<file path="src/rtl/vec_reduce_acc.sv">
// Vector reduce-and-accumulate: sums each beat's elements, accumulates per frame, emits one result per frame.
// Define VEC_REDUCE_ACC_SAT_EN to clamp results to BW_O (with sat_o); otherwise results wrap.
module vec_reduce_acc #(
    parameter int BW_I       = 16,
    parameter int VECTOR_LEN = 13,
    parameter int ACC_BW     = 32,
    parameter int BW_O       = 24,
    parameter int CNT_BW     = 8
) (
    input  logic                       clk_i,
    input  logic                       rst_i,
    input  logic [VECTOR_LEN*BW_I-1:0] data_i,
    input  logic                       valid_i,
    input  logic                       last_i,
    output logic                       ready_o,
    output logic [BW_O-1:0]            data_o,
    output logic [CNT_BW-1:0]          cnt_o,
    output logic                       valid_o,
    input  logic                       ready_i,
    output logic                       sat_o
);

    typedef enum logic {ACCUM, HOLD} state_t;

    localparam logic [CNT_BW-1:0] CNT_MAX = {CNT_BW{1'b1}};

    state_t              state_q, state_d;
    logic [ACC_BW-1:0]   acc_q, acc_d;
    logic [CNT_BW-1:0]   beat_cnt_q, beat_cnt_d;
    logic [BW_O-1:0]     data_q, data_d;
    logic [CNT_BW-1:0]   cnt_q, cnt_d;

    logic [ACC_BW-1:0]   beat_sum;
    logic [ACC_BW-1:0]   total;
    logic [CNT_BW-1:0]   cnt_inc;
    logic [BW_O-1:0]     conv;
    logic                accept;

    assign valid_o = (state_q == HOLD);
    // Ready is a pure function of the output stage so upstream never sees a valid_i loop.
    assign ready_o = !valid_o || ready_i;
    assign accept  = valid_i && ready_o;
    assign data_o  = data_q;
    assign cnt_o   = cnt_q;

    always_comb begin
        beat_sum = '0;
        for (int k = 0; k < VECTOR_LEN; k++) begin
            beat_sum = beat_sum + {{(ACC_BW-BW_I){data_i[k*BW_I+BW_I-1]}}, data_i[k*BW_I +: BW_I]};
        end
    end

    assign total   = acc_q + beat_sum;
    assign cnt_inc = (beat_cnt_q == CNT_MAX) ? CNT_MAX : beat_cnt_q + CNT_BW'(1);

`ifdef VEC_REDUCE_ACC_SAT_EN
    localparam logic [ACC_BW-1:0] SAT_MAX = {{(ACC_BW-BW_O+1){1'b0}}, {(BW_O-1){1'b1}}};
    localparam logic [ACC_BW-1:0] SAT_MIN = {{(ACC_BW-BW_O+1){1'b1}}, {(BW_O-1){1'b0}}};

    logic sat_q, sat_d;
    logic conv_sat;

    always_comb begin
        conv_sat = 1'b1;
        if ($signed(total) > $signed(SAT_MAX)) begin
            conv = BW_O'(SAT_MAX);
        end else if ($signed(total) < $signed(SAT_MIN)) begin
            conv = BW_O'(SAT_MIN);
        end else begin
            conv     = BW_O'(total);
            conv_sat = 1'b0;
        end
    end

    always_comb begin
        sat_d = sat_q;
        if (accept && last_i) begin
            sat_d = conv_sat;
        end
    end

    always_ff @(posedge clk_i or posedge rst_i) begin
        if (rst_i) begin
            sat_q <= 1'b0;
        end else begin
            sat_q <= sat_d;
        end
    end

    assign sat_o = sat_q;
`else
    assign conv  = BW_O'(total);
    assign sat_o = 1'b0;
`endif

    // NOTE: every variable gets its hold value first, so no path through this block can infer a latch.
    always_comb begin
        state_d    = state_q;
        acc_d      = acc_q;
        beat_cnt_d = beat_cnt_q;
        data_d     = data_q;
        cnt_d      = cnt_q;

        if (state_q == HOLD && ready_i) begin
            state_d = ACCUM;
        end

        // A last beat in HOLD overrides the return to ACCUM so back-to-back results have no bubble.
        if (accept) begin
            if (last_i) begin
                data_d     = conv;
                cnt_d      = cnt_inc;
                acc_d      = '0;
                beat_cnt_d = '0;
                state_d    = HOLD;
            end else begin
                acc_d      = total;
                beat_cnt_d = cnt_inc;
            end
        end
    end

    // NOTE: sequential state uses non-blocking assignments so every flop samples pre-edge values.
    always_ff @(posedge clk_i or posedge rst_i) begin
        if (rst_i) begin
            state_q    <= ACCUM;
            acc_q      <= '0;
            beat_cnt_q <= '0;
            data_q     <= '0;
            cnt_q      <= '0;
        end else begin
            state_q    <= state_d;
            acc_q      <= acc_d;
            beat_cnt_q <= beat_cnt_d;
            data_q     <= data_d;
            cnt_q      <= cnt_d;
        end
    end

endmodule
</file>
<file path="config.mk">
export PLATFORM = sky130hd
export DESIGN_NAME = vec_reduce_acc
export DESIGN_NICKNAME = d
export VERILOG_FILES = /design/src/rtl/vec_reduce_acc.sv
export SDC_FILE = /design/constraint.sdc
export NUM_CORES = 1
export LEC_CHECK = 0
export BUFFER_PORTS_ARGS = -buffer_cell sky130_fd_sc_hd__clkbuf_2
export CAP_MARGIN = 20
export CORE_ASPECT_RATIO = 1.4
export CORE_MARGIN = 10
export CORE_UTILIZATION = 50
export CTS_CLUSTER_DIAMETER = 60
export DETAILED_ROUTE_END_ITERATION = 8
export PLACE_DENSITY_LB_ADDON = 0.05
export SLEW_MARGIN = 20
export SYNTH_ARGS = -nofsm -noshare
export SYNTH_HDL_FRONTEND = slang
export SYNTH_SLANG_ARGS = --single-unit
</file>
<file path="constraint.sdc">
create_clock -name clk_i -period 2.65 [get_ports clk_i]
set_input_delay 0.53 -clock clk_i [delete_from_list [all_inputs] [get_ports clk_i]]
set_output_delay 0.53 -clock clk_i [all_outputs]
set_load 0.05 [all_outputs]
</file>
==> results of run 1 <==
==> worst register-to-register path, delay by kind of cell, from the launching register on <==
kind,cells,cell delay (ps)
AOI/OAI and AO/OA,4,800
DFF,1,350
xor gates and xnor gates,1,150
and+or+nand+nor,2,420
adders and majority gates,2,660
buffers and inverters,2,250
==> layout make-up <==
| class | count | share of cell area (%) |
|---|---|---|
| clock buffer | 12 | 1.88 |
| clock inverter | 3 | 0.496 |
| inverter | 310 | 8.94 |
| multi-input combinational | 595 | 55.5 |
| sequential | 65 | 12.4 |
| tap | 244 | 2.33 |
| timing repair buffer | 386 | 18.5 |
==> metal layers <==
| metal | up-vias | routed length, µm | track usage [%] |
|---|---|---|---|
| li1 | 3743 | - | - |
| met1 | 3790 | 8030 | 19.7 |
| met2 | 163 | 13100 | 36.9 |
| met3 | 24 | 1150 | 3.63 |
| met4 | 0 | 374 | 4.57 |
| met5 | - | 0 | 0 |
==> cells by family (layout without fill, tap and decap cells) <==
| kind of cell | Yosys count | after routing | share of synthesized area (%) |
|---|---|---|---|
| other cells | 1 | 1 | 0.0399 |
| mux | 10 | 10 | 1.18 |
| simple gates | 130 | 130 | 6.61 |
| flops | 65 | 65 | 17.3 |
| buf+inv | 325 | 711 | 13.1 |
| compound gates | 182 | 182 | 12.5 |
| xor+xnor | 39 | 39 | 3.63 |
| fa+ha+maj | 233 | 233 | 45.6 |
==> registers in the layout (all words and copies together), names as in the netlist <==
register / count
data_o: 24
beat_cnt_q: 8
cnt_o: 8
valid_o: 1
acc_q: 24
==> cell usage in the layout, fill, tap and decap left out, types with 5 or more instances in the layout <==
| master | instances |
|---|---|
| inv_1 | 296 |
| clkbuf_2 | 240 |
| fa_1 | 181 |
| buf_4 | 121 |
| dfrtp_1 | 65 |
| nand2_1 | 64 |
| ha_1 | 39 |
| a21oi_1 | 35 |
| o21ai_1 | 28 |
| buf_6 | 21 |
| a21o_1 | 18 |
| o21ai_0 | 16 |
| xnor2_1 | 13 |
| a21oi_2 | 12 |
| inv_2 | 12 |
| nor2_1 | 10 |
| ha_4 | 10 |
| a22o_1 | 9 |
| clkbuf_16 | 9 |
| o21ai_2 | 8 |
| and3_1 | 8 |
| xor2_1 | 8 |
| xor2_2 | 7 |
| mux2_2 | 7 |
| nand2b_1 | 6 |
| nand3_1 | 6 |
| nand4_1 | 5 |
| xnor2_4 | 5 |
| o31ai_1 | 5 |
==> per-stage QoR <==
stage / util (%) / setup slack (ps)
detailed placement: 64.6 / -4290
global placement: 64.6 / -4170
floorplan: - / -3800
finish: 70.8 / -3770
CTS: 68.9 / -3720
global route: 70.8 / -4080
==> timing repair <==
action                                  4_1_cts  5_1_grt
endpoints found under the setup margin       46       46
pin swaps                                    55       39
setup buffers                                11        8
hold buffers                                  0        0
gates resized for setup                      73       61
==> Yosys cell counts, drive strengths merged, types with 8 or more instances <==
cell	instances
fa	183
and3	9
inv	310
mux2	9
o21ai	55
a211oi	9
clkbuf	12
nand2	67
dfrtp	65
nor2	14
xor2	17
nand2b	8
ha	50
a21oi	50
xnor2	22
a22o	9
a21o	19
o31ai	8
==> worst min path at each step <==
stage	end	slack (ps)	cells past startpoint
2_1_floorplan	acc_q[16]$_DFFE_PP0P_	450	2
3_3_place_gp	cnt_o[3]$_DFFE_PP0P_	460	1
3_5_place_dp	cnt_o[0]$_DFFE_PP0P_	470	1
4_1_cts	cnt_o[2]$_DFFE_PP0P_	270	3
5_1_grt	beat_cnt_q[5]$_DFFE_PP0P_	290	3
6_report	cnt_o[0]$_DFFE_PP0P_	250	3
==> qor.csv, run 1 <==
metric,value,unit
outcome,"finished, violations left",
failing checks,setup timing,
routed length per placed instance,14.0,µm
sequential share of the synthesized area,17.3,%
stages on the worst setup path,26,
CP endpoint,data_o[23]$_DFFE_PP0P_,
post-layout worst setup margin,-3770,ps
Hold Worst Slack,251,ps
synth warn,0,
kind of critical path,input pin to flop,
Reg2Reg Setup Slack,-70,ps
Final Non-Filler Cells,1615,
"Data arrival, critical path",6630,ps
share of cells above drive strength 1,38.3,%
Die Height,182,µm
Synth top area share,39.0,%
fin area,13100,µm²
CP startpoint,data_i[7],
dpl cells,1582,
Tmin final,6420,ps
"most used cell, CP",fa_1,
"CP delay by family, top",adder cells,
grt total ovfl,0,
fmax,0.156,GHz
GRT Util Overall,18.8,%
Sum Neg Setup Slack,-138730,ps
drt pass-1 iters,5,
reg2reg path depth,11,
maximum clock insertion buffer count,2,
"top cells by area, synth","fa_1, dfrtp_1, inv_1, ha_1, nand2_1",
cts bufs inserted,9,
number of enable flip-flop cells after synthesis,0,
first-pass GRT wire length,38600,µm
clk_lat worst skew,330,ps
Slew Limit Fails,0,
predominant post-synthesis flop cell,dfrtp_1,
# port buffers,246,
largest net degree at the start of global routing,66,
CP startpoint kind,input pin,
P&R area growth vs syn,39.6,%
Yosys cell types,58,
clk sink count,65,
Synth area leader,fa_1,
initial antenna violation count,0,
CTS tree,yes,
"Cell Area, Synth",9400,µm²
period utilisation layout,242,%
routability cong.,0.866,
unrepaired setup endpoints after global routing,true,
Die W,136,µm
Mapped Avg Cell Area,9.54,µm²
ys async rst share,100,%
H-tree levels,3,
Max Cap Violations,0,
nets@finish,1813,
R2R Path Start,acc_q[0]$_DFFE_PP0P_,
Hold WC Path Type,input pin to asynchronous set/reset pin,
FILL cells,1488,
number of diodes,0,
Seq cells post-synth,65,
Fin Clk Skew,5.46,ps
DRC,0,
required time of the worst setup path,2860,ps
CP max stage delay,540,ps
Initial Util,50.7,%
post-DP HPWL,19600,µm
Cell Rows,59,
reg-to-reg endpoint,acc_q[16]$_DFFE_PP0P_,
CP bufs+invs,6,
Clock transition at path regs,50,ps
Core Box Area,18500,µm²
Synth Instances,985,
IO Count,248,
register area,1630,µm²
vias per cell,4.78,
Antenna Nets Post-Route,0,
"Hold Violations, Final",0,
Worst setup EP type,flop,
area occupied by multi-input gates,7280,µm²
DP Area,12000,µm²
CP Max Fanout,7,
die footprint,24800,µm²
root buf cell,clkbuf_16,
CP max stage cell,fa_1,
number of global-route vias before repair,8835,
Synth Net Count,1431,
routed vias,7720,
Final setup viols,46,
drt initial violations,206,
Routed WL,22700,µm
Power of run 1 is left out: the tool's default activity adds up to more than one toggle a clock period on the data nets, which glitch-free logic cannot reach.
==> run 2: changes to the inputs <==
- PLACE_DENSITY: unset -> 0.85
- PLACE_DENSITY_LB_ADDON: 0.05 -> unset
- REMOVE_ABC_BUFFERS: unset -> 1
==> run 2 against run 1 <==
The run still ends with setup timing left. Critical endpoint is now acc_q[23]$_DFFE_PP0P_. Critical path type unchanged. Critical path depth is 3 higher. Via count is 6.9% higher. Fmax is 3.3% lower. Sequential cell count stayed put. Sequential share of layout area hardly changed. Clock skew is 1.3 ps higher. Design area is 0.40% lower. Register-to-register slack better by 20 ps. Setup slack worse by 220 ps. First-iteration DRC count is 110% higher. Non-clock buffer count is 1 lower.
==> qor.csv, run 2 (synthesized netlist as in run 1, its figures left out) <==
metric,value,unit,change
clk sink count,65,,unchanged
relative slew slack,61.4,%,
DRC,0,,unchanged
Fin Clk Skew,6.73,ps,+1.27 ps
most frequent cells in the layout,"inv_1, clkbuf_2, fa_1, buf_4",,
CP max stage cell,fa_1,,
cts bufs inserted,9,,unchanged
Clock transition at path regs,60,ps,about the same
fmax,0.151,GHz,-3.3%
number of global-route vias before repair,9360,,+5.9%
Max Cap Violations,0,,unchanged
drt initial violations,434,,+110%
Initial Util,50.7,%,unchanged
GRT Util Overall,21.0,%,+2.1 points
CTS tree,yes,,
unrepaired setup endpoints after global routing,true,,
post-layout util,70.5,%,-0.28 points
CP startpoint kind,input pin,,
"most used cell, CP",fa_1,,
grt total ovfl,0,,unchanged
clk_lat worst skew,340,ps,about the same
Antenna Nets Post-Route,0,,unchanged
routed length per placed instance,17.6,µm,+25%
H-tree levels,3,,unchanged
Worst setup EP type,flop,,
"Hold Violations, Final",0,,unchanged
failing checks,setup timing,,
Hold Buf Count CTS,0,,unchanged
Cell Rows,59,,unchanged
Sum Neg Setup Slack,-143620,ps,-4890 ps
largest net degree at the start of global routing,43,,-35%
# port buffers,246,,unchanged
Tmin final,6630,ps,+218 ps
outcome,"finished, violations left",,
initial antenna violation count,0,,unchanged
die footprint,24800,µm²,unchanged
CP Max Fanout,4,,-3
post-DP HPWL,21800,µm,+11%
IO Count,248,,unchanged
routed vias,8251,,+6.9%
Worst Tran Pin Value,577,ps,
first-pass GRT wire length,42500,µm,+9.9%
Core Box Area,18500,µm²,unchanged
"leading cell type in the layout, fill and taps excluded",inv_1,,
kind of critical path,input pin to flop,,
root buf cell,clkbuf_16,,
"Data arrival, critical path",6850,ps,+220 ps
Slew Limit Fails,0,,unchanged
post-layout worst setup margin,-3980,ps,-218 ps
period utilisation layout,250,%,+8.2 points
share of cells above drive strength 1,38.8,%,+0.51 points
maximum clock insertion buffer count,2,,unchanged
Hold WC Path Type,input pin to asynchronous set/reset pin,,
drt pass-1 iters,6,,+1
required time of the worst setup path,2870,ps,about the same
Die Height,182,µm,unchanged
FILL cells,1283,,-14%
number of diodes,0,,unchanged
Routed WL,28400,µm,+25%
vias per cell,5.11,,+6.9%
Final setup viols,46,,unchanged
routability cong.,0.877,,+1.2%
nets@finish,1812,,-0.055%
P&R area growth vs syn,39.0,%,
CP max stage delay,550,ps,about the same
Die W,136,µm,unchanged
==> run 2: timing repair <==
item | in CTS | in global routing
pin swaps | 74 | 103
buffers inserted | 16 | 13
endpoints found under the setup margin | 46 | 46
resized for setup | 94 | 95
cloned | 0 | 0
==> run 2: final timing paths <==
check                                startpoint                     to  slack (ps)  cells past startpoint
max                                  data_i[82]  acc_q[23]$_DFFE_PP0P_       -3980                     29
min                                       rst_i   cnt_o[2]$_DFFE_PP0P_         210                      2
max reg2reg                acc_q[0]$_DFFE_PP0P_  acc_q[22]$_DFFE_PP0P_         -50                     12
min reg2reg                cnt_o[4]$_DFFE_PP0P_   cnt_o[4]$_DFFE_PP0P_         480                      2
max in group asynchronous                 rst_i  acc_q[13]$_DFFE_PP0P_        1810                      3
min in group clk_i         cnt_o[4]$_DFFE_PP0P_   cnt_o[4]$_DFFE_PP0P_         480                      2
==> run 2: cell type report <==
cell class / count / area, µm² / area share [%]
Multi-Input combinational cell: 595 / 7290 / 55.8
Timing Repair Buffer: 385 / 2400 / 18.3
Sequential cell: 65 / 1630 / 12.4
Inverter: 310 / 1170 / 8.92
Tap cell: 244 / 305 / 2.34
Clock buffer: 10 / 239 / 1.83
Clock inverter: 6 / 47.5 / 0.364
==> run 2: routing by layer <==
layer / routed length [µm] / global-route usage (%) / part of all wire [%] / vias to the layer above
met4: 1470 / 8.16 / 5.2 / 0
met3: 1620 / 3.22 / 5.7 / 102
met5: 0 / 0 / 0 / -
met2: 16200 / 41.4 / 57 / 340
met1: 9100 / 20.9 / 32 / 4066
li1: - / - / - / 3743
==> run 2: through the flow <==
stage / setup slack, ps / instance area (µm²) / hold WS (ps) / std cells
floorplan: -4160 / 9330 / 455 / 970
global placement: -4480 / 11800 / 460 / 1574
detailed placement: -4520 / 11800 / 468 / 1574
CTS: -3830 / 12500 / 241 / 1605
global route: -4160 / 13100 / 267 / 1615
finish: -3980 / 13100 / 212 / 1615
==> run 2: critical path, delay by kind of cell <==
| family | cells | cell delay (ps) |
|---|---|---|
| AOI/OAI and AO/OA | 7 | 1400 |
| and+or+nand+nor | 5 | 650 |
| adders and majority gates | 8 | 3480 |
| xor gates and xnor gates | 2 | 280 |
| buffers and inverters | 7 | 510 |
Power of run 2 is left out for the same reason.
==> run 3: changes to the inputs <==
- ABC_AREA: unset -> 1
==> run 3 against run 2 <==
The run still ends with setup timing left. Sequential cell count stayed put. First-iteration DRC count is 33% higher. Critical path depth is 1 lower. Wire length is 18% higher. Largest cell class unchanged. Highest routed layer unchanged.
==> qor.csv, run 3 <==
metric,value,unit,change
outcome,"finished, violations left",,
failing checks,setup timing,,
routed vias,9537,,+16%
"Data arrival, critical path",6100,ps,-750 ps
sequential share of the synthesized area,16.4,%,-0.94 points
largest net degree at the start of global routing,42,,-2.3%
Die Height,187,µm,+2.5%
Routed WL,33400,µm,+18%
top-count cell post-synth,inv_1,,
vias per cell,5.14,,+0.69%
"leading cell type in the layout, fill and taps excluded",inv_1,,
post-DP HPWL,24700,µm,+13%
number of enable flip-flop cells after synthesis,0,,unchanged
Final setup viols,46,,unchanged
"Cell Area, Synth",9940,µm²,+5.8%
Synth area leader,fa_1,,
kind of critical path,input pin to flop,,
GRT Util Overall,23.6,%,+2.6 points
routability cong.,0.946,,+7.9%
Initial Util,50.5,%,-0.24 points
fmax,0.172,GHz,+14%
Seq cells post-synth,65,,unchanged
dpl cells,1813,,+15%
required time of the worst setup path,2940,ps,+70 ps
"top cells by area, synth","fa_1, dfrtp_1, inv_1, nand2_1, ha_1",,
register area,1630,µm²,unchanged
Yosys cell types,43,,-26%
P&R area growth vs syn,46.2,%,
DRC,0,,unchanged
maximum clock insertion buffer count,2,,unchanged
cts bufs inserted,9,,unchanged
drt pass-1 iters,6,,unchanged
Clock transition at path regs,70,ps,about the same
first-pass GRT wire length,50700,µm,+19%
Hold WC Path Type,input pin to asynchronous set/reset pin,,
IO Count,248,,unchanged
Final Non-Filler Cells,1854,,+15%
FILL cells,1321,,+3.0%
Cell Rows,61,,+3.4%
relative slew slack,46.6,%,-15 points
initial antenna violation count,0,,unchanged
predominant post-synthesis flop cell,dfrtp_1,,
Hold Worst Slack,239,ps,+27.4 ps
CP startpoint,data_i[98],,
CP startpoint kind,input pin,,
Antenna Nets Post-Route,0,,unchanged
Mapped Avg Cell Area,8.20,µm²,-14%
# port buffers,246,,unchanged
number of diodes,0,,unchanged
routed length per placed instance,18.0,µm,+2.4%
Post-synth top cells,"inv_1, nand2_1, fa_1",,
synth warn,0,,unchanged
clk_lat worst skew,350,ps,about the same
unrepaired setup endpoints after global routing,true,,
R2R Path Start,acc_q[0]$_DFFE_PP0P_,,
Slew Limit Fails,0,,unchanged
Worst setup EP type,flop,,
Core Box Area,19700,µm²,+6.3%
Die W,139,µm,+2.4%
number of global-route vias before repair,10600,,+13%
"Hold Violations, Final",0,,unchanged
Synth top area share,36.8,%,-2.1 points
post-layout util,73.8,%,+3.3 points
H-tree levels,3,,unchanged
Max Cap Violations,0,,unchanged
period utilisation layout,219,%,-31 points
die footprint,26000,µm²,+5.0%
Hold Buf Count CTS,0,,unchanged
CTS tree,yes,,
Synth Instances,1212,,+23%
drt initial violations,578,,+33%
most frequent cells in the layout,"inv_1, clkbuf_2, fa_1, nand2_1, buf_4",,
root buf cell,clkbuf_16,,
grt total ovfl,0,,unchanged
share of cells above drive strength 1,43.6,%,+4.8 points
post-layout worst setup margin,-3160,ps,+823 ps
Fin Clk Skew,13.6,ps,+6.88 ps
nets@finish,2043,,+13%
Worst Tran Pin Value,801,ps,+224 ps
clk sink count,65,,unchanged
Tmin final,5810,ps,-823 ps
ys async rst share,100,%,unchanged
area occupied by multi-input gates,8410,µm²,+15%
CP Max Fanout,5,,+1
[run 3: cell types whose count changed in the layout (fill, tap and decap cells not counted), sizes merged, moves of 10 or more]
cell   delta
nor2     +40
xnor2    -11
inv      +68
nand2   +175
nand3    +48
a21o     -17
a21oi    -10
nand4    +10
[run 3: path summary, 6_finish.rpt]
kind                                                to  slack [ps]  depth (start not counted)
worst min register to register  data_o[22]$_DFFE_PP0P_         480                          2
worst min-delay path                 valid_o$_DFF_PP0_         240                          2
worst max-delay path            data_o[17]$_DFFE_PP0P_       -3160                         28
worst max register to register  data_o[12]$_DFFE_PP0P_         280                         13
max in group asynchronous         acc_q[0]$_DFFE_PP0P_        1770                          3
min in group clk_i              data_o[22]$_DFFE_PP0P_         480                          2
[run 3: per-stage QoR]
step                cell area [µm²]  worst slack [ps]  setup TNS (ps)
global route                  14500             -3390         -132470
detailed placement            12300             -3730         -151690
CTS                           13800             -2990         -118730
finish                        14500             -3160         -124760
floorplan                      9880             -3190         -127100
global placement              12300             -3670         -148950
[run 3: layer usage]
metal | global-route usage [%] | up-vias | wire length, µm
li1 | - | 4313 | -
met1 | 24.0 | 4651 | 11100
met2 | 46.5 | 431 | 18900
met3 | 3.40 | 142 | 1780
met4 | 9.05 | 0 | 1620
met5 | 0 | - | 0
[run 3: cells by family (layout without fill, tap and decap cells)]
family | count (synthesis) | in the layout | synth area share, %
AOI/OAI and AO/OA | 106 | 106 | 6.07
xor gates and xnor gates | 26 | 26 | 2.29
adders and majority gates | 233 | 233 | 43.1
buffers and inverters | 392 | 782 | 15.0
DFF | 65 | 65 | 16.4
other | 1 | 1 | 0.0377
and+or+nand+nor | 389 | 389 | 17.1
[run 3: worst max-delay path, stage by stage]
cell and delay (ps):
clkbuf_2 90, fa_1 550, inv_1 60, fa_1 480, inv_1 50, fa_1 490, fa_1 520, inv_2 50
fa_1 520, inv_2 50, ha_4 170, fa_2 390, nand3_2 90, nand2_2 70, nand2_1 90, nand3_2 90
o21ai_4 90, o21ai_2 110, xor2_1 180, ha_2 360, a21oi_2 200, buf_4 150, o21ai_4 80, a21oi_2 200
nand3_1 100, nand2_1 110, nand3_1 120, nand2_1 110
[run 3: area by class of cell]
type	instances	area share, %
clock buffer	9	1.55
clock inverter	7	0.706
inverter	380	9.87
tap	252	2.17
multi-input combinational	755	57.9
timing repair buffer	386	16.6
sequential	65	11.2
[run 3: timing repair]
| item | CTS | global route |
|---|---|---|
| resized for setup | 236 | 153 |
| pin swaps | 164 | 101 |
| endpoints found under the setup margin | 46 | 46 |
| setup buffers | 15 | 13 |
Power of run 3 is left out for the same reason.
